--- config.mk ---
export PLATFORM = sky130hd
export DESIGN_NAME = pq_stream_ctrl
export DESIGN_NICKNAME = d
export VERILOG_FILES = /design/src/rtl/pq_stream_ctrl.sv
export SDC_FILE = /design/constraint.sdc
export NUM_CORES = 1
export LEC_CHECK = 0
export ABC_AREA = 1
export BUFFER_PORTS_ARGS = -buffer_cell sky130_fd_sc_hd__buf_2
export CORE_MARGIN = 2
export CORE_UTILIZATION = 40
export DETAILED_ROUTE_END_ITERATION = 12
export GPL_TIMING_DRIVEN = 0
export PLACE_DENSITY_LB_ADDON = 0.05
export SLEW_MARGIN = 20
export SYNTH_ARGS = -nofsm -noshare
export SYNTH_HDL_FRONTEND = slang
export SYNTH_SLANG_ARGS = --single-unit
--- constraint.sdc ---
create_clock -name ck -period 1.7 [get_ports ck]
set_input_delay 0.34 -clock ck [delete_from_list [all_inputs] [get_ports ck]]
set_output_delay 0.34 -clock ck [all_outputs]
set_load 0.01 [all_outputs]
--- src/rtl/pq_stream_ctrl.sv ---
// Drives a priority queue: loads a valid/ready input batch, then pops it in priority order
// onto a valid/ready output stream and clears the queue. Optional PQ_STREAM_SORTCHK_EN adds sort_err.
module pq_stream_ctrl #(
    parameter int WIDTH = 8,
    parameter int DEPTH = 6
) (
    input  logic                       ck,
    input  logic                       r,
    input  logic                       flush,
    input  logic                       in_valid,
    input  logic [WIDTH-1:0]           in_data,
    input  logic                       in_last,
    output logic                       in_ready,
    input  logic                       drain_req,
    output logic                       out_valid,
    output logic [WIDTH-1:0]           out_data,
    output logic                       out_last,
    input  logic                       out_ready,
    output logic [WIDTH-1:0]           pq_newVal,
    output logic                       pq_loadIn,
    output logic                       pq_shiftOut,
    output logic                       pq_clear,
    input  logic [WIDTH-1:0]           pq_top,
    output logic [$clog2(DEPTH+1)-1:0] count,
`ifdef PQ_STREAM_SORTCHK_EN
    output logic                       sort_err,
`endif
    output logic [1:0]                 dbg_state
);

    localparam int CW = $clog2(DEPTH+1);
    localparam logic [CW-1:0] DEPTH_C = CW'(DEPTH);
    localparam logic [CW-1:0] ONE_C   = CW'(1);

    typedef enum logic [1:0] {
        S_CLR   = 2'd0,
        S_IDLE  = 2'd1,
        S_FILL  = 2'd2,
        S_DRAIN = 2'd3
    } state_t;

    state_t          state_q, state_d;
    logic [CW-1:0]   count_q, count_d;
    logic            fill_st;
    logic            xfer;
    logic            pop;

    // Handshakes: a beat moves on a rising edge where valid and ready are both 1; valid never
    // waits on ready, and reset or flush force every ready/valid low so no beat is half-taken.
    always_comb begin
        fill_st     = (state_q == S_IDLE) || (state_q == S_FILL);
        in_ready    = ~r & ~flush & fill_st & (count_q < DEPTH_C);
        xfer        = in_valid & in_ready;
        out_valid   = ~r & ~flush & (state_q == S_DRAIN) & (count_q != '0);
        out_last    = out_valid & (count_q == ONE_C);
        out_data    = pq_top;
        pop         = out_valid & out_ready;
        pq_loadIn   = xfer;
        pq_newVal   = xfer ? in_data : '0;
        pq_shiftOut = pop;
        pq_clear    = (state_q == S_CLR);
    end

    always_comb begin
        state_d = state_q;
        count_d = count_q;
        case (state_q)
            S_CLR: begin
                count_d = '0;
                state_d = S_IDLE;
            end
            S_IDLE, S_FILL: begin
                if (xfer) count_d = count_q + ONE_C;
                // drain_req on an empty queue is only honoured if this cycle brings a value in
                if ((xfer && in_last) || (drain_req && ((count_q != '0) || xfer)))
                    state_d = S_DRAIN;
                else
                    state_d = (count_d != '0) ? S_FILL : S_IDLE;
            end
            S_DRAIN: begin
                if (pop) count_d = count_q - ONE_C;
                if ((pop && out_last) || (count_q == '0)) state_d = S_CLR;
            end
            default: state_d = S_CLR;
        endcase
        if (flush) begin
            state_d = S_CLR;
            count_d = '0;
        end
    end

`ifdef PQ_STREAM_SORTCHK_EN
    logic [WIDTH-1:0] prev_out_q, prev_out_d;
    logic             seen_q, seen_d;
    logic             sort_err_q, sort_err_d;

    // Each emitted value must not exceed the one emitted before it in the same drain.
    always_comb begin
        prev_out_d = prev_out_q;
        seen_d     = seen_q;
        sort_err_d = sort_err_q;
        if (state_q == S_CLR) seen_d = 1'b0;
        if (pop) begin
            if (seen_q && (pq_top > prev_out_q)) sort_err_d = 1'b1;
            prev_out_d = pq_top;
            seen_d     = 1'b1;
        end
        if (flush) begin
            sort_err_d = 1'b0;
            seen_d     = 1'b0;
        end
    end

    assign sort_err = sort_err_q;
`endif

    always_ff @(posedge ck) begin
        if (r) begin
            state_q <= S_CLR;
            count_q <= '0;
`ifdef PQ_STREAM_SORTCHK_EN
            prev_out_q <= '0;
            seen_q     <= 1'b0;
            sort_err_q <= 1'b0;
`endif
        end else begin
            state_q <= state_d;
            count_q <= count_d;
`ifdef PQ_STREAM_SORTCHK_EN
            prev_out_q <= prev_out_d;
            seen_q     <= seen_d;
            sort_err_q <= sort_err_d;
`endif
        end
    end

    assign count     = count_q;
    assign dbg_state = state_q;

endmodule
Yosys cells after proc, flatten, opt, wreduce, memory -nomap -nowiden:

Index checks and enable logic that the tools add are counted.

* register bits after elaboration: 5

* bitwise gates (word level): 10
* magnitude comparators: 1
* add/subtract/negate cells: 2
* muxes and demuxes: 9
* eq/ne operators: 6
* reductions and logical operators: 13

Operators with widths (count)
* $mux 3: 3
* $pmux 3 s3: 1
* $and 1x1->1: 8
* $mux 8: 1
* $mux 2: 3
* $pmux 2 s3: 1
* $reduce_bool 3->1: 2
* $eq 2x2->1 const B: 2
* $logic_or 1x1->1: 4
* $reduce_or 2->1: 2
* $add 3x1->3 const B: 1
* $eq 3x1->1 const B: 1
* $logic_and 1x1->1: 3
* $logic_not 3->1: 1
* $lt 3x3->1 const B: 1
* $sub 3x1->3 const B: 1
* $eq 2x1->1 const B: 1
* $logic_not 2->1: 1
* $ne 2x1->1 const B: 1
* $ne 2x2->1 const B: 1
* $not 1->1: 2

Logic depth before layout (Yosys ltp):

* word-level depth: 11
* gate-level depth with buffers: 10

Worst setup path before layout:

OpenSTA, ideal clock, no wires.

* path kind: register to register
* start point: reg count_q[0], in the netlist count[0]
* end point: reg state_q[0], in the netlist dbg_state[0]
* slack: -0.048 ns
* cell stages (with the launch flop): 11
* setup time: 0.066 ns
* buffers on the path: 0
* clock period less this slack: 1.748 ns
* data arrival time: 1.682 ns
* cells stage by stage: dfxtp_1 > inv_1 > ha_1 > ha_1 > inv_1 > nand3_2 > nor2_2 > nand2_1 > nand3_1 > o21ai_0 > a21oi_2

RTL lines
* start: declaration: RTL line 43 `logic [CW-1:0] count_q, count_d;`
* start signal: assignment: RTL line 128 `count_q <= count_d;`
* $reduce_bool 3->1: RTL line 54 `out_valid = ~r & ~flush & (state_q == S_DRAIN) & (count_q != '0);`
* $and 1x1->1: RTL line 54
* $and 1x1->1 (*): RTL line 55 `out_last = out_valid & (count_q == ONE_C);`
* named net out_last: RTL line 17 `output logic out_last,`
* $logic_and 1x1->1 (*): RTL line 82 `if ((pop && out_last) || (count_q == '0)) state_d = S_CLR;`
* $logic_or 1x1->1 (*): RTL line 82
* $ne 2x1->1 (no source line) (*)
* end signal: assignment: RTL line 127 `state_q <= state_d;`
* end: declaration: RTL line 42 `state_t state_q, state_d;`

The timed path passes the listed nets; every way through them passes the cells marked *. The select of a mux whose other input is x is not followed.
A chain may end at the register's enable or synchronous reset.

Worst setup path after layout:

* start point: reg state_q[1], in the netlist dbg_state[1]
* end point: out pq_newVal[7]

* cells in the longest elaborated chain, start to end: 6

Ends and longest elaborated chain
* $eq 2x1->1 or $eq 2x2->1 (tied branches): RTL line 51 `fill_st = (state_q == S_IDLE) || (state_q == S_FILL);`
* $logic_or 1x1->1 (*): RTL line 51
* $and 1x1->1 (*) (2 in a row): RTL line 52 `in_ready = ~r & ~flush & fill_st & (count_q < DEPTH_C);`
* $and 1x1->1 (*): RTL line 53 `xfer = in_valid & in_ready;`
* $mux 8 (*): RTL line 59 `pq_newVal = xfer ? in_data : '0;`
* end: declaration: RTL line 19 `output logic [WIDTH-1:0] pq_newVal,`

Mark *: on every way between the ends. The rest lies on a longest branch, timed or not.

==> summary.md <==
| Metric | Value |
|---|---|
| Core Util, Final | `79.5%` |
| Pin count of the biggest net entering global routing | `7` |
| Status | `finished, violations left` |
| First-pass GRT wire length | `roughly 2500 um` |
| Startpoint Class | `register` |
| Leak | `around 0.67 nW` |
| Placed Area | `approximately 930 um2` |
| DIE AREA | `2110 um2` |
| Worst-Margin Slew | `between 200 and 300 ps` |
| Achievable Freq | `about 560 MHz` |
| Initial Util | `41.6%` |
| Slew Limit Fails | `0` |
| Post-synth cell types | `24` |
| Clock slew at reported path FFs | `around 40 ps` |
| Setup ws final | `-82.3 ps` |
| Average size of a mapped cell | `about 7 um2` |
| Number of port buffers | `41` |
| CP endpoint kind | `output port` |
| Maxcap violations | `0` |
| Htree depth | `1` |
| Die width | `between 40 and 50 um` |
| CTS Buffer Depth | `2` |
| Cells after synthesis | `about 100` |
| TritonCTS Sinks | `5` |
| Hold Fails Final Rpt | `0` |
| Hold crit path type | `input port to register` |
| Mapped Nets | `around 130` |
| Crit-path max FO | `5` |
| CTS Hold Buffers Added | `0` |
| Commonest non-fill, non-tap cell in the layout | `buf_2` |
| 1st-pass router iterations | `4` |
| Post-synthesis sequential area ratio | `between 10% and 20%` |
| Clk_lat worst skew | `around 250 ps` |
| Period Utilization, post-route | `105%` |
| GP Congestion | `~0.80` |
| Grt met2 use | `approximately 28%` |
| PD cells | `about 280 nW/um2` |
| Warnings from Yosys | `0` |
| Met3 usage | `under 10%` |
| Commonest cells after routing, fill and taps aside | `33 x buf_2, 24 x buf_4, 18 x inv_1, 13 x nand2_1, 12 x nor2_4` |
| DRC Markers | `0` |
| WP data arrival | `approximately 1400 ps` |
| Number of CTS-inserted buffers | `3` |
| Initial antenna violation count | `0` |
| Tmin final | `roughly 1800 ps` |
| Routing usage on met1 | `about a fifth` |
| Rows | `15` |
| CTS tree | `built` |
| GRT overflow | `0` |
| Violated checks | `negative setup slack` |
| Vias in the first global route | `~630` |
| Peak supply drop | `0.340 mV` |
| Crit path kind | `register to output port` |
| Setup-failing EPs final | `8` |
| DR vias/cell | `between 4 and 5` |
| RSZ-0062 raised after global routing | `yes` |
| Final ANT Viol Nets | `0` |
| Fill count | `110` |
| Area Overhead vs Synth | `91.3%` |
| Max_slew headroom | `roughly four fifths` |
| Final instance area | `~1300 um2` |
| Drt total wl | `2120 um` |
| Root buffer cell | `clkbuf_4` |
| I/O Pins | `50` |
| Number of synthesized register bits | `5` |
| Proportion of layout cells with a drive suffix above 1 | `between 70% and 80%` |
| Initial DRC Count | `10` |
| Area of the core | `1690 um2` |
| Mapped Area | `between 700 and 800 um2` |
| GRT Resource Usage Total | `~16%` |
| Req. time, crit path | `1360 ps` |
| Vias | `~860` |
| Clock Skews | `about 6.7 ps` |
| Tot Pwr | `between 0.3 and 0.4 mW` |
| GRT busiest layer | `met2` |
| N_diodes | `0` |
| Setup_tns | `-521 ps` |
| Routed len/inst | `~12 um` |
| Post-DP HPWL | `roughly 1200 um` |
| Nets | `a little under 200` |
| Die Ht | `~46 um` |
==> worst paths after layout <==
| check | startpoint | to | slack, ps | cells after the start |
|---|---|---|---|---|
| setup / recovery | dbg_state[1]$_SDFFE_PP0P_ | pq_newVal[7] | -80 | 6 |
| hold reg to reg | count[2]$_SDFFE_PP0P_ | count[2]$_SDFFE_PP0P_ | 530 | 2 |
| setup reg to reg | count[1]$_SDFFE_PP0P_ | count[1]$_SDFFE_PP0P_ | 40 | 12 |
| hold / removal | r | dbg_state[0]$_SDFFE_PP0P_ | 430 | 4 |
==> repair_timing <==
action	4_1_cts	5_1_grt
buffers inserted	15	2
pin swaps	3	7
cloned	1	0
setup endpoints to repair	14	17
gates resized for setup	22	36
==> cells in the mapped netlist <==
cell type,count,share of area [%]
a21boi_0,1,1.1
a21oi_1,3,2.1
a21oi_2,1,1.2
buf_4,8,8.6
buf_8,1,2.1
dfxtp_1,5,14
ha_1,7,12
inv_1,23,12
nand2_1,16,8.6
nand2_2,2,1.8
nand2_4,3,4.8
nand3_1,2,1.4
nand3_2,3,4.3
nand4_4,1,3.0
nor2_1,12,6.4
nor2_2,4,3.6
nor2_4,3,4.8
nor3_1,1,0.71
o21ai_0,1,0.71
o21ai_1,1,0.71
o21bai_1,1,1.1
o22ai_1,2,1.8
or2_2,1,0.89
xnor2_1,1,1.2
==> layer usage <==
layer,wire length (um),up-vias
met5,0,-
met2,1090,52
met3,181,6
li1,-,429
met1,798,374
met4,46,0
==> critical path, cell delays in order (launching register included) <==
cell and delay [ps]:
dfxtp_2 330, inv_2 50, ha_4 280, nand4_4 150, clkbuf_16 210, nor2_4 80, buf_6 100
==> area by class of cell <==
cell class	instances	area, um2	share of cell area (%)
buffer	9	75.1	5.59
multi-input combinational	66	603	44.9
inverter	23	93.8	6.99
sequential	5	111	8.29
tap	17	21.3	1.58
timing repair buffer	59	412	30.7
clock buffer	4	26.3	1.96
==> kinds of logic (layout without fill, tap and decap cells) <==
group                      after synthesis  in the layout  synth area share (%)
buffers and inverters                   32             95                  23.0
adders and majority gates                7              7                  12.5
DFF                                      5              5                  14.3
xor gates and xnor gates                 1              1                  1.25
and+or+nand+nor                         48             48                  40.3
AOI/OAI and AO/OA                       10             10                  8.73
==> flip-flops by register name, summed over array words and instances (netlist names) <==
register / flops
count: 3
dbg_state: 2
==> power by group <==
part	leakage (nW)	internal [mW]	switching, mW
registers	0.0435	0.116	0.000873
logic	0.616	0.0588	0.0571
clock network	0.0150	0.0890	0.0527
==> per-stage QoR <==
stage	hold WS [ps]	instances	setup WS [ps]
floorplan	496	103	52.0
global placement	501	161	22.8
detailed placement	498	161	13.5
CTS	412	181	-87.5
global route	440	183	-143
finish	426	183	-82.3
(Power assumes the default switching activity.)
